File: src/rtl/seg_scan_scheduler_pkg.sv
// ---------------------------------------------------------------------------
// seg_scan_scheduler_pkg
// Shared types and constants for the multiplexed 7-segment scan scheduler:
//   scan_state_e  - scan FSM state encoding
//   SEG_LUT       - hex digit to segment pattern (a at [7], dp at [0])
//   DP_BIT        - bit position of the decimal point inside a segment byte
//   seg_decode()  - nibble to segment byte lookup
// ---------------------------------------------------------------------------
package seg_scan_scheduler_pkg;

    localparam int unsigned DATA_W     = 16;
    localparam int unsigned NUM_DIGITS = 4;
    localparam int unsigned SEG_W      = 8;
    localparam int unsigned DP_BIT     = 0;

    typedef enum logic [1:0] {
        ST_IDLE  = 2'd0,
        ST_SCAN  = 2'd1,
        ST_BLANK = 2'd2
    } scan_state_e;

    // Active-high segments a..g,dp; dp is always 0 here and OR-ed in later.
    localparam logic [SEG_W-1:0] SEG_LUT [16] = '{
        8'hFC, 8'h60, 8'hDA, 8'hF2, 8'h66, 8'hB6, 8'hBE, 8'hE0,
        8'hFE, 8'hF6, 8'hEE, 8'h3E, 8'h9C, 8'h7A, 8'h9E, 8'h8E
    };

    function automatic logic [SEG_W-1:0] seg_decode(input logic [3:0] nib);
        return SEG_LUT[nib];
    endfunction

endpackage

File: src/rtl/seg_scan_scheduler_if.sv
// ---------------------------------------------------------------------------
// seg_scan_scheduler_if
// Two-requester valid/ready bus feeding display words to the scheduler.
//   Req_A_Valid/Req_A_Data/Req_A_Ready - requester A (master drives valid/data)
//   Req_B_Valid/Req_B_Data/Req_B_Ready - requester B, same semantics
//   master modport: requester side; slave modport: scheduler side
// ---------------------------------------------------------------------------
interface seg_scan_scheduler_if;
    import seg_scan_scheduler_pkg::*;

    logic              Req_A_Valid;
    logic [DATA_W-1:0] Req_A_Data;
    logic              Req_A_Ready;
    logic              Req_B_Valid;
    logic [DATA_W-1:0] Req_B_Data;
    logic              Req_B_Ready;

    modport master (
        output Req_A_Valid, Req_A_Data, Req_B_Valid, Req_B_Data,
        input  Req_A_Ready, Req_B_Ready
    );

    modport slave (
        input  Req_A_Valid, Req_A_Data, Req_B_Valid, Req_B_Data,
        output Req_A_Ready, Req_B_Ready
    );

endinterface

File: src/rtl/seg_rr_arbiter.sv
// ---------------------------------------------------------------------------
// seg_rr_arbiter
// Round-robin arbiter between two word requesters with a shadow register.
//   clk, rst         - clock, async active-high reset
//   i_a_valid/data   - requester A offer
//   i_b_valid/data   - requester B offer
//   i_commit         - shadow consumed by the display this cycle
//   o_a_ready_c      - combinational ready to A (zero wait states)
//   o_b_ready_c      - combinational ready to B
//   o_shadow         - last accepted word
//   o_shadow_owner   - requester of the last accepted word (0=A, 1=B)
//   o_dirty          - shadow holds a word not yet committed
// ---------------------------------------------------------------------------
module seg_rr_arbiter
    import seg_scan_scheduler_pkg::*;
(
    input  logic              clk,
    input  logic              rst,
    input  logic              i_a_valid,
    input  logic [DATA_W-1:0] i_a_data,
    input  logic              i_b_valid,
    input  logic [DATA_W-1:0] i_b_data,
    input  logic              i_commit,
    output logic              o_a_ready_c,
    output logic              o_b_ready_c,
    output logic [DATA_W-1:0] o_shadow,
    output logic              o_shadow_owner,
    output logic              o_dirty
);

    logic              r_ptr;   // 0: A has priority, 1: B has priority
    logic [DATA_W-1:0] r_shadow;
    logic              r_owner;
    logic              r_dirty;
    logic              w_a_grant;
    logic              w_b_grant;

    // Grants are mutually exclusive; held off while reset is asserted.
    always_comb begin
        w_a_grant = !rst && i_a_valid && (!i_b_valid || !r_ptr);
        w_b_grant = !rst && i_b_valid && (!i_a_valid ||  r_ptr);
    end

    // Accept into shadow; a same-cycle accept keeps dirty set over a commit.
    always_ff @(posedge clk or posedge rst) begin
        if (rst) begin
            r_ptr    <= 1'b0;
            r_shadow <= '0;
            r_owner  <= 1'b0;
            r_dirty  <= 1'b0;
        end else if (w_a_grant || w_b_grant) begin
            r_ptr    <= w_a_grant;
            r_shadow <= w_b_grant ? i_b_data : i_a_data;
            r_owner  <= w_b_grant;
            r_dirty  <= 1'b1;
        end else if (i_commit) begin
            r_dirty  <= 1'b0;
        end
    end

    assign o_a_ready_c    = w_a_grant;
    assign o_b_ready_c    = w_b_grant;
    assign o_shadow       = r_shadow;
    assign o_shadow_owner = r_owner;
    assign o_dirty        = r_dirty;

endmodule

File: src/rtl/seg_scan_scheduler.sv
// ---------------------------------------------------------------------------
// seg_scan_scheduler
// Four-digit multiplexed 7-segment scan scheduler with two arbitrated
// requesters; new words are shown only from a frame boundary.
//   Sys_CLK  - clock
//   Sys_RST  - async active-high reset
//   EN       - display enable (0 blanks and restarts the scan)
//   DP_Mask  - per-digit decimal point, sampled live
//   bus      - requester A/B valid/ready bus (slave side)
//   COM      - one-hot digit select, registered
//   SEG      - segments a..g,dp (a at [7]), registered
//   Owner    - requester whose word is displayed
// ---------------------------------------------------------------------------
module seg_scan_scheduler
    import seg_scan_scheduler_pkg::*;
#(
    parameter int unsigned DIV_MAX   = 5000,
    parameter int unsigned BLANK_CYC = 16
) (
    input  logic                  Sys_CLK,
    input  logic                  Sys_RST,
    input  logic                  EN,
    input  logic [NUM_DIGITS-1:0] DP_Mask,
    seg_scan_scheduler_if.slave   bus,
    output logic [NUM_DIGITS-1:0] COM,
    output logic [SEG_W-1:0]      SEG,
    output logic                  Owner
);

    // One counter serves both slot and blank phases; BLANK_CYC fits 8 bits.
    localparam int unsigned DIV_W = $clog2(DIV_MAX + 1);
    localparam int unsigned CNT_W = (DIV_W > 8) ? DIV_W : 8;

    scan_state_e           r_state;
    logic [CNT_W-1:0]      r_cnt;
    logic [1:0]            r_idx;
    logic [DATA_W-1:0]     r_buf;
    logic                  r_owner;
    logic [NUM_DIGITS-1:0] r_com;
    logic [SEG_W-1:0]      r_seg;

    scan_state_e           w_state_nxt;
    logic [CNT_W-1:0]      w_cnt_nxt;
    logic [1:0]            w_idx_nxt;
    logic                  w_commit;
    logic [DATA_W-1:0]     w_buf_nxt;
    logic                  w_owner_nxt;
    logic [NUM_DIGITS-1:0] w_com_nxt;
    logic [SEG_W-1:0]      w_seg_nxt;
    logic [DATA_W-1:0]     w_shadow;
    logic                  w_shadow_owner;
    logic                  w_dirty;
    logic                  w_a_ready;
    logic                  w_b_ready;

    seg_rr_arbiter u_arb (
        .clk            (Sys_CLK),
        .rst            (Sys_RST),
        .i_a_valid      (bus.Req_A_Valid),
        .i_a_data       (bus.Req_A_Data),
        .i_b_valid      (bus.Req_B_Valid),
        .i_b_data       (bus.Req_B_Data),
        .i_commit       (w_commit),
        .o_a_ready_c    (w_a_ready),
        .o_b_ready_c    (w_b_ready),
        .o_shadow       (w_shadow),
        .o_shadow_owner (w_shadow_owner),
        .o_dirty        (w_dirty)
    );

    assign bus.Req_A_Ready = w_a_ready;
    assign bus.Req_B_Ready = w_b_ready;

    // Next state, frame-boundary commit and next registered outputs.
    always_comb begin
        w_state_nxt = r_state;
        w_cnt_nxt   = r_cnt + CNT_W'(1);
        w_idx_nxt   = r_idx;
        w_com_nxt   = '0;
        w_seg_nxt   = '0;

        unique case (r_state)
            ST_IDLE: begin
                w_cnt_nxt = '0;
                w_idx_nxt = '0;
                if (EN) w_state_nxt = ST_SCAN;
            end
            ST_SCAN: begin
                if (r_cnt == CNT_W'(DIV_MAX)) begin
                    w_state_nxt = ST_BLANK;
                    w_cnt_nxt   = '0;
                end
            end
            ST_BLANK: begin
                if (r_cnt == CNT_W'(BLANK_CYC - 1)) begin
                    w_state_nxt = ST_SCAN;
                    w_cnt_nxt   = '0;
                    w_idx_nxt   = r_idx + 2'd1;
                end
            end
            default: begin
                w_state_nxt = ST_IDLE;
                w_cnt_nxt   = '0;
                w_idx_nxt   = '0;
            end
        endcase

        // Disable wins from any state; the interrupted slot is abandoned.
        if (!EN) begin
            w_state_nxt = ST_IDLE;
            w_cnt_nxt   = '0;
            w_idx_nxt   = '0;
        end

        // Frame boundary: entering SCAN on digit 0 from IDLE or BLANK.
        w_commit    = w_dirty && (w_state_nxt == ST_SCAN) &&
                      (r_state != ST_SCAN) && (w_idx_nxt == 2'd0);
        w_buf_nxt   = w_commit ? w_shadow       : r_buf;
        w_owner_nxt = w_commit ? w_shadow_owner : r_owner;

        if (w_state_nxt == ST_SCAN) begin
            w_com_nxt         = NUM_DIGITS'(1) << w_idx_nxt;
            w_seg_nxt         = seg_decode(w_buf_nxt[{w_idx_nxt, 2'b00} +: 4]);
            w_seg_nxt[DP_BIT] = w_seg_nxt[DP_BIT] | DP_Mask[w_idx_nxt];
        end
    end

    // State, display buffer and output registers.
    always_ff @(posedge Sys_CLK or posedge Sys_RST) begin
        if (Sys_RST) begin
            r_state <= ST_IDLE;
            r_cnt   <= '0;
            r_idx   <= '0;
            r_buf   <= '0;
            r_owner <= 1'b0;
            r_com   <= '0;
            r_seg   <= '0;
        end else begin
            r_state <= w_state_nxt;
            r_cnt   <= w_cnt_nxt;
            r_idx   <= w_idx_nxt;
            r_buf   <= w_buf_nxt;
            r_owner <= w_owner_nxt;
            r_com   <= w_com_nxt;
            r_seg   <= w_seg_nxt;
        end
    end

    assign COM   = r_com;
    assign SEG   = r_seg;
    assign Owner = r_owner;

endmodule
File: src/flat_wrapper.sv
// flat-port wrapper written by rule: the top's interface ports become plain ports
module seg_scan_scheduler_flat import seg_scan_scheduler_pkg::*;
#(
    parameter int unsigned DIV_MAX   = 5000,
    parameter int unsigned BLANK_CYC = 16
)
  (Sys_CLK, Sys_RST, EN, DP_Mask, COM, SEG, Owner, bus_Req_A_Valid, bus_Req_A_Data, bus_Req_B_Valid, bus_Req_B_Data, bus_Req_A_Ready, bus_Req_B_Ready);
  seg_scan_scheduler_if bus_i ();
  input  logic Sys_CLK;
  input  logic Sys_RST;
  input  logic EN;
  input  logic [NUM_DIGITS-1:0] DP_Mask;
  output logic [NUM_DIGITS-1:0] COM;
  output logic [SEG_W-1:0] SEG;
  output logic Owner;
  input wire logic [$bits(bus_i.Req_A_Valid)-1:0] bus_Req_A_Valid;
  input wire logic [$bits(bus_i.Req_A_Data)-1:0] bus_Req_A_Data;
  input wire logic [$bits(bus_i.Req_B_Valid)-1:0] bus_Req_B_Valid;
  input wire logic [$bits(bus_i.Req_B_Data)-1:0] bus_Req_B_Data;
  output wire logic [$bits(bus_i.Req_A_Ready)-1:0] bus_Req_A_Ready;
  output wire logic [$bits(bus_i.Req_B_Ready)-1:0] bus_Req_B_Ready;
  assign bus_i.Req_A_Valid = bus_Req_A_Valid;
  assign bus_i.Req_A_Data = bus_Req_A_Data;
  assign bus_i.Req_B_Valid = bus_Req_B_Valid;
  assign bus_i.Req_B_Data = bus_Req_B_Data;
  assign bus_Req_A_Ready = bus_i.Req_A_Ready;
  assign bus_Req_B_Ready = bus_i.Req_B_Ready;
  seg_scan_scheduler #(.DIV_MAX(DIV_MAX), .BLANK_CYC(BLANK_CYC)) u_core (.Sys_CLK(Sys_CLK), .Sys_RST(Sys_RST), .EN(EN), .DP_Mask(DP_Mask), .bus(bus_i), .COM(COM), .SEG(SEG), .Owner(Owner));
endmodule
File: config.mk
export PLATFORM = sky130hd
export DESIGN_NAME = seg_scan_scheduler_flat
export DESIGN_NICKNAME = d
export VERILOG_FILES = /design/src/rtl/seg_scan_scheduler_pkg.sv /design/src/rtl/seg_scan_scheduler_if.sv /design/src/rtl/seg_rr_arbiter.sv /design/src/rtl/seg_scan_scheduler.sv /design/src/flat_wrapper.sv
export SDC_FILE = /design/constraint.sdc
export NUM_CORES = 1
export LEC_CHECK = 0
export BUFFER_PORTS_ARGS = -buffer_cell sky130_fd_sc_hd__buf_2
export CORE_MARGIN = 4
export CORE_UTILIZATION = 40
export DETAILED_ROUTE_END_ITERATION = 12
export PLACE_DENSITY = 0.67
export SLEW_MARGIN = 10
export SYNTH_ARGS = -nofsm -noshare
export SYNTH_HDL_FRONTEND = slang
export SYNTH_SLANG_ARGS = --single-unit
File: constraint.sdc
create_clock -name Sys_CLK -period 4.3 [get_ports Sys_CLK]
set_clock_uncertainty 0.1 [all_clocks]
set_input_delay 0.86 -clock Sys_CLK [delete_from_list [all_inputs] [get_ports Sys_CLK]]
set_output_delay 0.86 -clock Sys_CLK [all_outputs]
set_load 0.05 [all_outputs]
**After elaboration in Yosys (flattened, before gate mapping)**

Memories as Yosys holds them, arrays and structs flattened.
Cells that the tools add are included.

- $lt $le $gt $ge: 2
- Bitwise logic cells: 2
- Shift operators: 2
- Equality and inequality tests: 6
- Mux-type cells: 21
- Reductions and logical operators: 17
- Divide/modulo/power cells: 0
- Add/subtract/negate cells: 2
- Multipliers: 0

Operators with widths:

| kind | number |
|---|---|
| two-way mux 13 bit | 3 |
| two-way mux 16 bit | 2 |
| case mux 13 bit (2 select lines) | 1 |
| two-way mux 8 bit | 3 |
| indexed part select 16 x 5 -> 4 bit | 1 |
| adder 13 x 1 -> 13 bit (second input constant) | 1 |
| == test 13 bit (second input constant) | 1 |
| == test 13 x 4 -> 1 bit (second input constant) | 1 |
| two-way mux 2 bit | 5 |
| logical AND 1 bit | 7 |
| case mux 2 bit (3 select lines) | 1 |
| >= comparator 5 bit (second input constant) | 1 |
| NOT 4 -> 5 bit | 1 |
| == test 2 x 1 -> 1 bit (second input constant) | 2 |
| zero test 1 bit | 4 |
| zero test 2 bit | 2 |
| two-way mux 4 bit | 1 |
| case mux 2 bit (2 select lines) | 1 |
| << shifter 1 x 2 -> 4 bit (first input constant) | 1 |
| logical OR 1 bit | 3 |
| less-than comparator 2 x 3 -> 1 bit (second input constant) | 1 |
| two-way mux 1 bit | 3 |
| adder 2 x 1 -> 2 bit (second input constant) | 1 |
| binary-select mux 1 bit (select 2 bit) | 1 |
| other kinds (4) | 4 |

- Input port bits: 41
- Bits in registers: 65
- Bits in writable memories: 0
- Bits in read-only memories: 128
- Output and inout bits: 15
- Bits in latches: 0
- Logic and storage cells: 64
- Memories kept: 1

Memories:

| memory | depth | bits a word | read ports | clocked after memory_dff | write ports | RTL line | text |
|---|---|---|---|---|---|---|---|
| (name not given) | 16 | 8 | 1 | 0 | 0 | seg_scan_scheduler_pkg.sv:29 | `return SEG_LUT[nib];` |

**Logic depth before layout (Yosys ltp)**

Gate-level depths: netlist of the first run.

- Depth after elaboration: 16
- Mapped depth: 15
- Mapped depth without buffers: 13

**By module**

From an unflattened synthesis of the first run, not the netlist that was laid out.

- Cells, all modules: 359
- Area total of the unflattened synthesis: 3535.9 sq um

By module, submodules not included:

| module | instances | area an instance (sq um) | cells each | seq. area each (sq um) |
|---|---|---|---|---|
| seg_scan_scheduler | 1 | 2581.2 | 250 | 1151.1 |
| seg_rr_arbiter | 1 | 954.7 | 109 | 475.5 |

**Worst setup path before layout of the first run**

No wires, ideal clock.

- Path type: input to output
- Start point: in Sys_RST
- End point: out bus_Req_B_Ready
- Buffers on the path: 2
- Required time: 3.340 ns
- Arrival time: 3.771 ns
- Setup slack: -0.431 ns
- Stages: 4
- Path through: inv_1 -> and3_1 -> clkbuf_1 -> buf_1

- Longest elaborated chain between the ends: 3

Ends and longest elaborated chain:

| item | RTL line | text |
|---|---|---|
| start: declaration | flat_wrapper.sv:10 | `input logic Sys_RST;` |
| zero test 1 bit (no source line) | - |  |
| logical AND 1 bit (2 in a row) | seg_rr_arbiter.sv:41 | `w_b_grant = !rst && i_b_valid && (!i_a_valid \|\| r_ptr);` |
| end: declaration | flat_wrapper.sv:21 | `output wire logic [$bits(bus_i.Req_B_Ready)-1:0] bus_Req_B_Ready;` |

Every way passes these cells.

**Worst setup path after layout of the first run**

- Start point: reg u_core.r_cnt[8]
- End point: reg u_core.r_seg[2] (netlist: u_core.SEG[2])

- Longest elaborated chain between the ends: 15
- Elaborated cells on any way between the ends: 21
- Classes of those cells: 3 x eq/ne; 1 x shift; 11 x mux; 1 x bitwise; 4 x reduce/logical; 1 x memory

Ends and longest elaborated chain:

| item | RTL line | text |
|---|---|---|
| start: declaration | seg_scan_scheduler.sv:35 | `logic [CNT_W-1:0] r_cnt;` |
| start signal: assignment | seg_scan_scheduler.sv:140 | `r_cnt <= w_cnt_nxt;` |
| == test 13 x 4 -> 1 bit / == test 13 bit (equally long branches) | seg_scan_scheduler.sv:95, seg_scan_scheduler.sv:89 |  |
| two-way mux 2 bit (on tied branches) | seg_scan_scheduler.sv:95, seg_scan_scheduler.sv:89 |  |
| case mux 2 bit (3 select lines) | seg_scan_scheduler.sv:82 | `unique case (r_state)` |
| two-way mux 2 bit | seg_scan_scheduler.sv:109 | `if (!EN) begin` |
| == test 2 x 1 -> 1 bit | seg_scan_scheduler.sv:116, seg_scan_scheduler.sv:121 |  |
| logical AND 1 bit (2 in a row) | seg_scan_scheduler.sv:116 | `w_commit = w_dirty && (w_state_nxt == ST_SCAN) &&` |
| logical AND 1 bit | seg_scan_scheduler.sv:117 | `(r_state != ST_SCAN) && (w_idx_nxt == 2'd0);` |
| two-way mux 16 bit | seg_scan_scheduler.sv:118 | `w_buf_nxt = w_commit ? w_shadow : r_buf;` |
| indexed part select 16 x 5 -> 4 bit | seg_scan_scheduler.sv:123 | `w_seg_nxt = seg_decode(w_buf_nxt[{w_idx_nxt, 2'b00} +: 4]);` |
| NOT 4 -> 5 bit (not written as such) | seg_scan_scheduler_pkg.sv:29 |  |
| memory read (16 x 8 bit) | - |  |
| two-way mux 8 bit (not written as such) (2 in a row) | seg_scan_scheduler_pkg.sv:29 |  |
| two-way mux 8 bit (*) | seg_scan_scheduler.sv:121 | `if (w_state_nxt == ST_SCAN) begin` |
| named net u_core.w_seg_nxt[2] | seg_scan_scheduler.sv:49 | `logic [SEG_W-1:0] w_seg_nxt;` |
| end signal: assignment | seg_scan_scheduler.sv:145 | `r_seg <= w_seg_nxt;` |
| end: declaration | seg_scan_scheduler.sv:40 | `logic [SEG_W-1:0] r_seg;` |

Mark *: on every way through the listed nets, which the timed path passes. The rest lies on a longest branch. The select of a mux whose other input is x is not followed.
A chain may end at the register's enable or synchronous reset.

==> impl_metrics.csv, run 1 <==
group,metric,value,unit
clocking,postCtsSetupBuffers,0,
grt,antenna_found_initial,0,
detailed_routing,finalWirelength,8183,µm
sta,slew_viol_final,0,
clocking,clk_root_buffer_cell,"clkbuf_8",
synth,async_flop_share,100.0,%
grt,leftover_overflow_at_the_end_of_global_routing,0,
final_layout,seqCellArea,0.001627,mm²
clocking,number_of_buffers_created_by_cts,9,
detailed_routing,initialDrtViolationCount,124,
floorplanning,die-height,103.9,µm
critical_path,worst_setup_ep_type,"flop",
sta,finalHoldViolCount,0,
sta,worst_slack,0.3490,ns
synth,synthesis.instances,365,
grt,wire_length_of_the_first_global_routing_pass,13860,µm
clocking,cts-hold-fix-buffers,0,
sta,finalSetupTns,0,ns
placement,dp_worst_setup_slack,0.4019,ns
final_layout,syn2layout_area_growth,16.92,%
synth,postSynthNetCount,418,
clocking,post_cts_resize_count,0,
synth,synthDistinctLibCells,64,
pwr,post-layout-total-power,2.085,mW
synth,synth.avg_cell_area,10.07,µm²
detailed_routing,drtAntennaViolNets,0,
placement,portBuffers,55,
sta,rsz0062_at_grt,"false",
final_layout,drive_above_1_share,25.42,%
sta,relSlewSlack,32.57,%
floorplanning,placeableCoreArea,0.008848,mm²
synth,synth-seq-area-share,44.26,%
synth,synth_ff_type,"dfrtp_1",
clocking,cts.clk_slew.worst_paths,0.08,ns
critical_path,critical_path_required,4.43,ns
sta,finalCritPeriodShare,91.88,%
critical_path,timing.critical_path.fanout_max,11,
hold_path,hold_path.class,"flop to flop",
floorplanning,floorplan.initialDensity,41.53,%
final_layout,total_inserted_antenna_cells,0,
floorplanning,rows,34,
detailed_routing,drt-pass1-iter-count,6,
sta,worst_pin_slew,1.011,ns
detailed_routing,drc,0,
sta,finalWorstPathRequiredPeriod,3.951,ns
final_layout,fillCellCount,844,
critical_path,arrival_time_reported_for_the_critical_path_endpoint,4.08,ns
final_layout,most_common_cell_after_layout_fill_and_taps_aside,"dfrtp_1",
run_status,run_status,"completed",
pwr,power.leakage,1.915,nW
clocking,clk-insertion-delay-late,0.34,ns
placement,dp_hpwl,5917,µm
grt,first_global_vias,2893,
grt,grtUsageTotal,15.48,%
clocking,tritoncts_clock_tree,"built",
synth,synth-edff-count,0,
detailed_routing,avgRoutedWirePerCell,15.47,µm
placement,globalplace.congestion,0.9247,
final_layout,multi_input_comb_area,0.001922,mm²
sta,finalSetupViolations,0,
final_layout,nets_final,469,
detailed_routing,drt-vias-per-instance,5.493,
synth,ys_warn_count,0,
clocking,h-tree-depth,3,
final_layout,layout_common_cells,"dfrtp_1, buf_2, nand2_1",
floorplanning,ios,56,
synth,synthesis_stage_register_bit_count,65,
sta,max_clock_freq,253.1,MHz
floorplanning,floorplan.die_area,0.01078,mm²
critical_path,worst_setup_path_start_kind,"flop",
detailed_routing,num_vias,2906,
floorplanning,die_width,103.9,µm
clocking,cts.sink_count,65,
pwr,p_per_area,485.2,mW/mm²
clocking,max-clock-path-buffers,2,
critical_path,critPathKind,"flop to flop",
job,drv.max_cap_violation_count,0,
synth,netlist_area,0.003675,mm²
pwr,ir_worst_vdd,197.3,µV
grt,grt_max_degree,67,
[registers in the layout, indices dropped and copies added, names as in the netlist]
| name | cells |
|---|---|
| u_core.SEG | 8 |
| u_core.u_arb.o_shadow_owner | 1 |
| u_core.u_arb.r_ptr | 1 |
| u_core.r_buf | 16 |
| u_core.r_cnt | 13 |
| u_core.r_idx | 2 |
| u_core.r_state | 2 |
| u_core.COM | 4 |
| u_core.u_arb.o_dirty | 1 |
| u_core.Owner | 1 |
| u_core.u_arb.o_shadow | 16 |
[layer usage]
layer	vias to the layer above	part of all wire [%]	global-route usage, %
met5	-	0	0
met4	0	2.4	7.028
met1	1347	49	21.85
li1	1427	-	-
met2	116	42	22.52
met3	16	7.0	3.600
[critical path, stage by stage (launching register included)]
cell,delay (ns)
dfrtp_1,0.42
or4_4,0.59
and4bb_1,0.63
mux2_2,0.47
o41ai_1,0.56
a21o_1,0.30
nor2_2,0.12
mux2_1,0.35
a221oi_1,0.29
[area by class of cell]
| cell class | instances | area share [%] |
|---|---|---|
| clock inverters | 6 | 2.708 |
| flip-flops and latches | 65 | 37.86 |
| inverters | 16 | 1.485 |
| clock buffers | 10 | 2.970 |
| well taps | 108 | 3.145 |
| multi-input cells | 265 | 44.73 |
| repair buffers | 59 | 7.105 |
[logic make-up after synthesis]
group                    count (synthesis)  synth area share [%]
adder cells (fa/ha/maj)                 12                 4.086
AND/OR/NAND/NOR                        127                 18.39
flip-flops                              65                 44.26
multiplexers                            41                 11.85
AO/OA/AOI/OAI                           72                 14.61
buffers and inverters                   35                 3.711
XOR/XNOR                                13                 3.098
[worst paths after layout]
check	end	slack, ns	from	cells past startpoint
min	u_core.u_arb.o_shadow[4]$_DFFE_PP0P_	0.38	u_core.u_arb.o_shadow[4]$_DFFE_PP0P_	2
max in group asynchronous	u_core.r_cnt[10]$_DFF_PP0_	2.85	Sys_RST	3
min in group asynchronous	u_core.u_arb.o_shadow[9]$_DFFE_PP0P_	0.71	Sys_RST	3
min reg2reg	u_core.u_arb.o_shadow[4]$_DFFE_PP0P_	0.38	u_core.u_arb.o_shadow[4]$_DFFE_PP0P_	2
max reg2reg	u_core.SEG[2]$_DFF_PP0_	0.35	u_core.r_cnt[8]$_DFF_PP0_	8
max	u_core.SEG[2]$_DFF_PP0_	0.35	u_core.r_cnt[8]$_DFF_PP0_	8
[synth_stat cells (6+ instances only)]
cell	number	area [µm²]
inv_1	15	56.30
mux2_2	17	191.4
and2_1	9	56.30
clkbuf_1	13	48.80
nor3_1	7	35.03
o21ai_0	21	105.1
a21oi_1	8	40.04
nand3_1	8	40.04
nor4_1	8	50.05
mux2i_1	21	210.2
dfrtp_1	65	1627
ha_1	12	150.1
xnor2_1	8	70.07
and3_1	6	37.54
nor2_1	24	90.09
nand2_1	35	131.4
[metrics by stage]
step,instances,utilization [%],area [µm²],hold WS [ns]
5_1_grt,529,48.56,4297,0.4094
2_1_floorplan,365,-,3679,0.3441
4_1_cts,529,48.56,4297,0.3857
3_3_place_gp,513,45.80,4053,0.3604
6_report,529,48.56,4297,0.3791
3_5_place_dp,513,45.80,4053,0.3669
[report_power, final]
group / total (mW) / switching (mW) / internal, mW
combinational: 0.626 / 0.381 / 0.245
sequential: 0.823 / 0.0825 / 0.741
clock: 0.635 / 0.247 / 0.388
Note: power is estimated with default switching activity, not from simulation.
==> run 2: changes to the inputs <==
CTS_BUF_LIST = sky130_fd_sc_hd__clkbuf_16   (was not set)
==> impl_metrics.csv, run 2 (synthesis results as in run 1) <==
group,metric,value,unit
run_status,run_status,"completed",
clocking,cts-hold-fix-buffers,0,
grt,leftover_overflow_at_the_end_of_global_routing,0,
grt,wire_length_of_the_first_global_routing_pass,13970,µm
critical_path,critPathKind,"flop to flop",
sta,finalWorstPathRequiredPeriod,3.943,ns
clocking,number_of_buffers_created_by_cts,9,
sta,finalSetupViolations,0,
placement,portBuffers,55,
clocking,cts.clk_slew.worst_paths,0.06,ns
placement,globalplace.congestion,0.9247,
critical_path,cpLargestDelayFamily,"simple AND/OR/NAND/NOR gates",
sta,worst_pin_slew,1.023,ns
pwr,power.leakage,1.965,nW
sta,finalSetupTns,0,ns
detailed_routing,finalWirelength,8220,µm
floorplanning,ios,56,
pwr,p_per_area,519.7,mW/mm²
clocking,cts.sink_count,65,
critical_path,worst_setup_path_start_kind,"flop",
grt,antenna_found_initial,0,
final_layout,final_cells,529,
clocking,clk-insertion-delay-late,0.33,ns
grt,grtUsageTotal,15.65,%
detailed_routing,drtAntennaViolNets,0,
final_layout,fillCellCount,833,
pwr,ir_worst_vdd,242.8,µV
floorplanning,die-height,103.9,µm
critical_path,worst_path_max_delay_cell,"and4bb_1",
final_layout,seqCellArea,0.001627,mm²
critical_path,crit_path_cell_trace,"or4_4, and4bb_1, mux2_2, o41ai_1, a21o_1, nor2_2, mux2_1, a221oi_1",
clocking,h-tree-depth,3,
detailed_routing,initialDrtViolationCount,132,
critical_path,critical_path_required,4.41,ns
hold_path,hold_path.class,"flop to flop",
sta,fin_worst_hold_slack,0.3742,ns
detailed_routing,avgRoutedWirePerCell,15.54,µm
floorplanning,placeableCoreArea,0.008848,mm²
placement,placed_cell_count,513,
floorplanning,floorplan.initialDensity,41.53,%
final_layout,syn2layout_area_growth,19.68,%
sta,relSlewSlack,31.76,%
sta,max_clock_freq,253.6,MHz
clocking,post_cts_resize_count,0,
clocking,clk_root_buffer_cell,"clkbuf_16",
floorplanning,rows,34,
final_layout,multi_input_comb_area,0.001922,mm²
sta,finalHoldViolCount,0,
job,drv.max_cap_violation_count,0,
detailed_routing,num_vias,2890,
floorplanning,die_width,103.9,µm
critical_path,timing.critical_path.fanout_max,11,
final_layout,drive_above_1_share,25.42,%
placement,dp_hpwl,5917,µm
detailed_routing,drt-vias-per-instance,5.463,
critical_path,critical_path.n_buffers_inverters,0,
final_layout,nets_final,469,
detailed_routing,drc,0,
clocking,postCtsSetupBuffers,0,
detailed_routing,drt-pass1-iter-count,6,
critical_path,cpPeakStageDelay,0.61,ns
critical_path,arrival_time_reported_for_the_critical_path_endpoint,4.05,ns
critical_path,worst_setup_ep_type,"flop",
sta,finalCritPeriodShare,91.69,%
clocking,tritoncts_clock_tree,"built",
grt,first_global_vias,2883,
sta,rsz0062_at_grt,"false",
grt,grt_max_degree,67,
final_layout,total_inserted_antenna_cells,0,
final_layout,most_common_cell_after_layout_fill_and_taps_aside,"dfrtp_1",
final_layout,layout_common_cells,"dfrtp_1, buf_2, nand2_1",
floorplanning,floorplan.die_area,0.01078,mm²
clocking,max-clock-path-buffers,2,
sta,slew_viol_final,0,
-- run 2: changes by cell type in the layout (fill, tap and decap cells not counted), sizes merged --
cell / before / now
inv: 15 / 16
clkbuf: 10 / 9
-- run 2: final timing paths --
check / start / endpoint / slack (ns) / depth (start not counted)
worst max-delay path: u_core.r_cnt[8]$_DFF_PP0_ / u_core.SEG[2]$_DFF_PP0_ / 0.36 / 8
worst min-delay path: u_core.u_arb.o_shadow[4]$_DFFE_PP0P_ / u_core.u_arb.o_shadow[4]$_DFFE_PP0P_ / 0.37 / 2
worst max register to register: u_core.r_cnt[8]$_DFF_PP0_ / u_core.SEG[2]$_DFF_PP0_ / 0.36 / 8
worst min register to register: u_core.u_arb.o_shadow[4]$_DFFE_PP0P_ / u_core.u_arb.o_shadow[4]$_DFFE_PP0P_ / 0.37 / 2
max in group asynchronous: Sys_RST / u_core.r_cnt[10]$_DFF_PP0_ / 2.84 / 3
min in group asynchronous: Sys_RST / u_core.u_arb.o_shadow[9]$_DFFE_PP0P_ / 0.73 / 3
-- run 2: stage by stage --
step / instance area [µm²] / utilization (%) / setup WS, ns / power, mW
floorplan: 3679 / - / 0.3001 / 1.288
global placement: 4053 / 45.80 / 0.5269 / 1.445
detailed placement: 4053 / 45.80 / 0.4019 / 1.458
CTS: 4398 / 49.70 / 0.3622 / 2.304
global route: 4398 / 49.70 / 0.1136 / 2.408
finish: 4398 / 49.70 / 0.3575 / 2.286
-- run 2: area by class of cell --
type	instances	share of cell area, %
clock buffer	9	5.121
timing repair buffer	59	6.942
multi-input combinational	265	43.70
tap	108	3.073
inverter	16	1.451
sequential	65	36.98
clock inverter	7	2.731
-- run 2: layer usage --
layer	part of all wire, %	global-route usage, %	wire [µm]	vias to the layer above
li1	-	-	-	1433
met1	48	22.17	3981	1319
met2	42	22.61	3423	118
met3	6.8	3.228	562	20
met4	3.1	7.882	252	0
met5	0	0	0	-
-- run 2: power breakdown --
part / switching, mW / internal [mW]
registers: 0.0827 / 0.742
clock network: 0.270 / 0.567
logic: 0.379 / 0.245
-- run 2: tightest hold or removal path: stages (launching register included) --
cell	delay, ns
dfrtp_1	0.34
nand2_1	0.04
o21ai_0	0.06
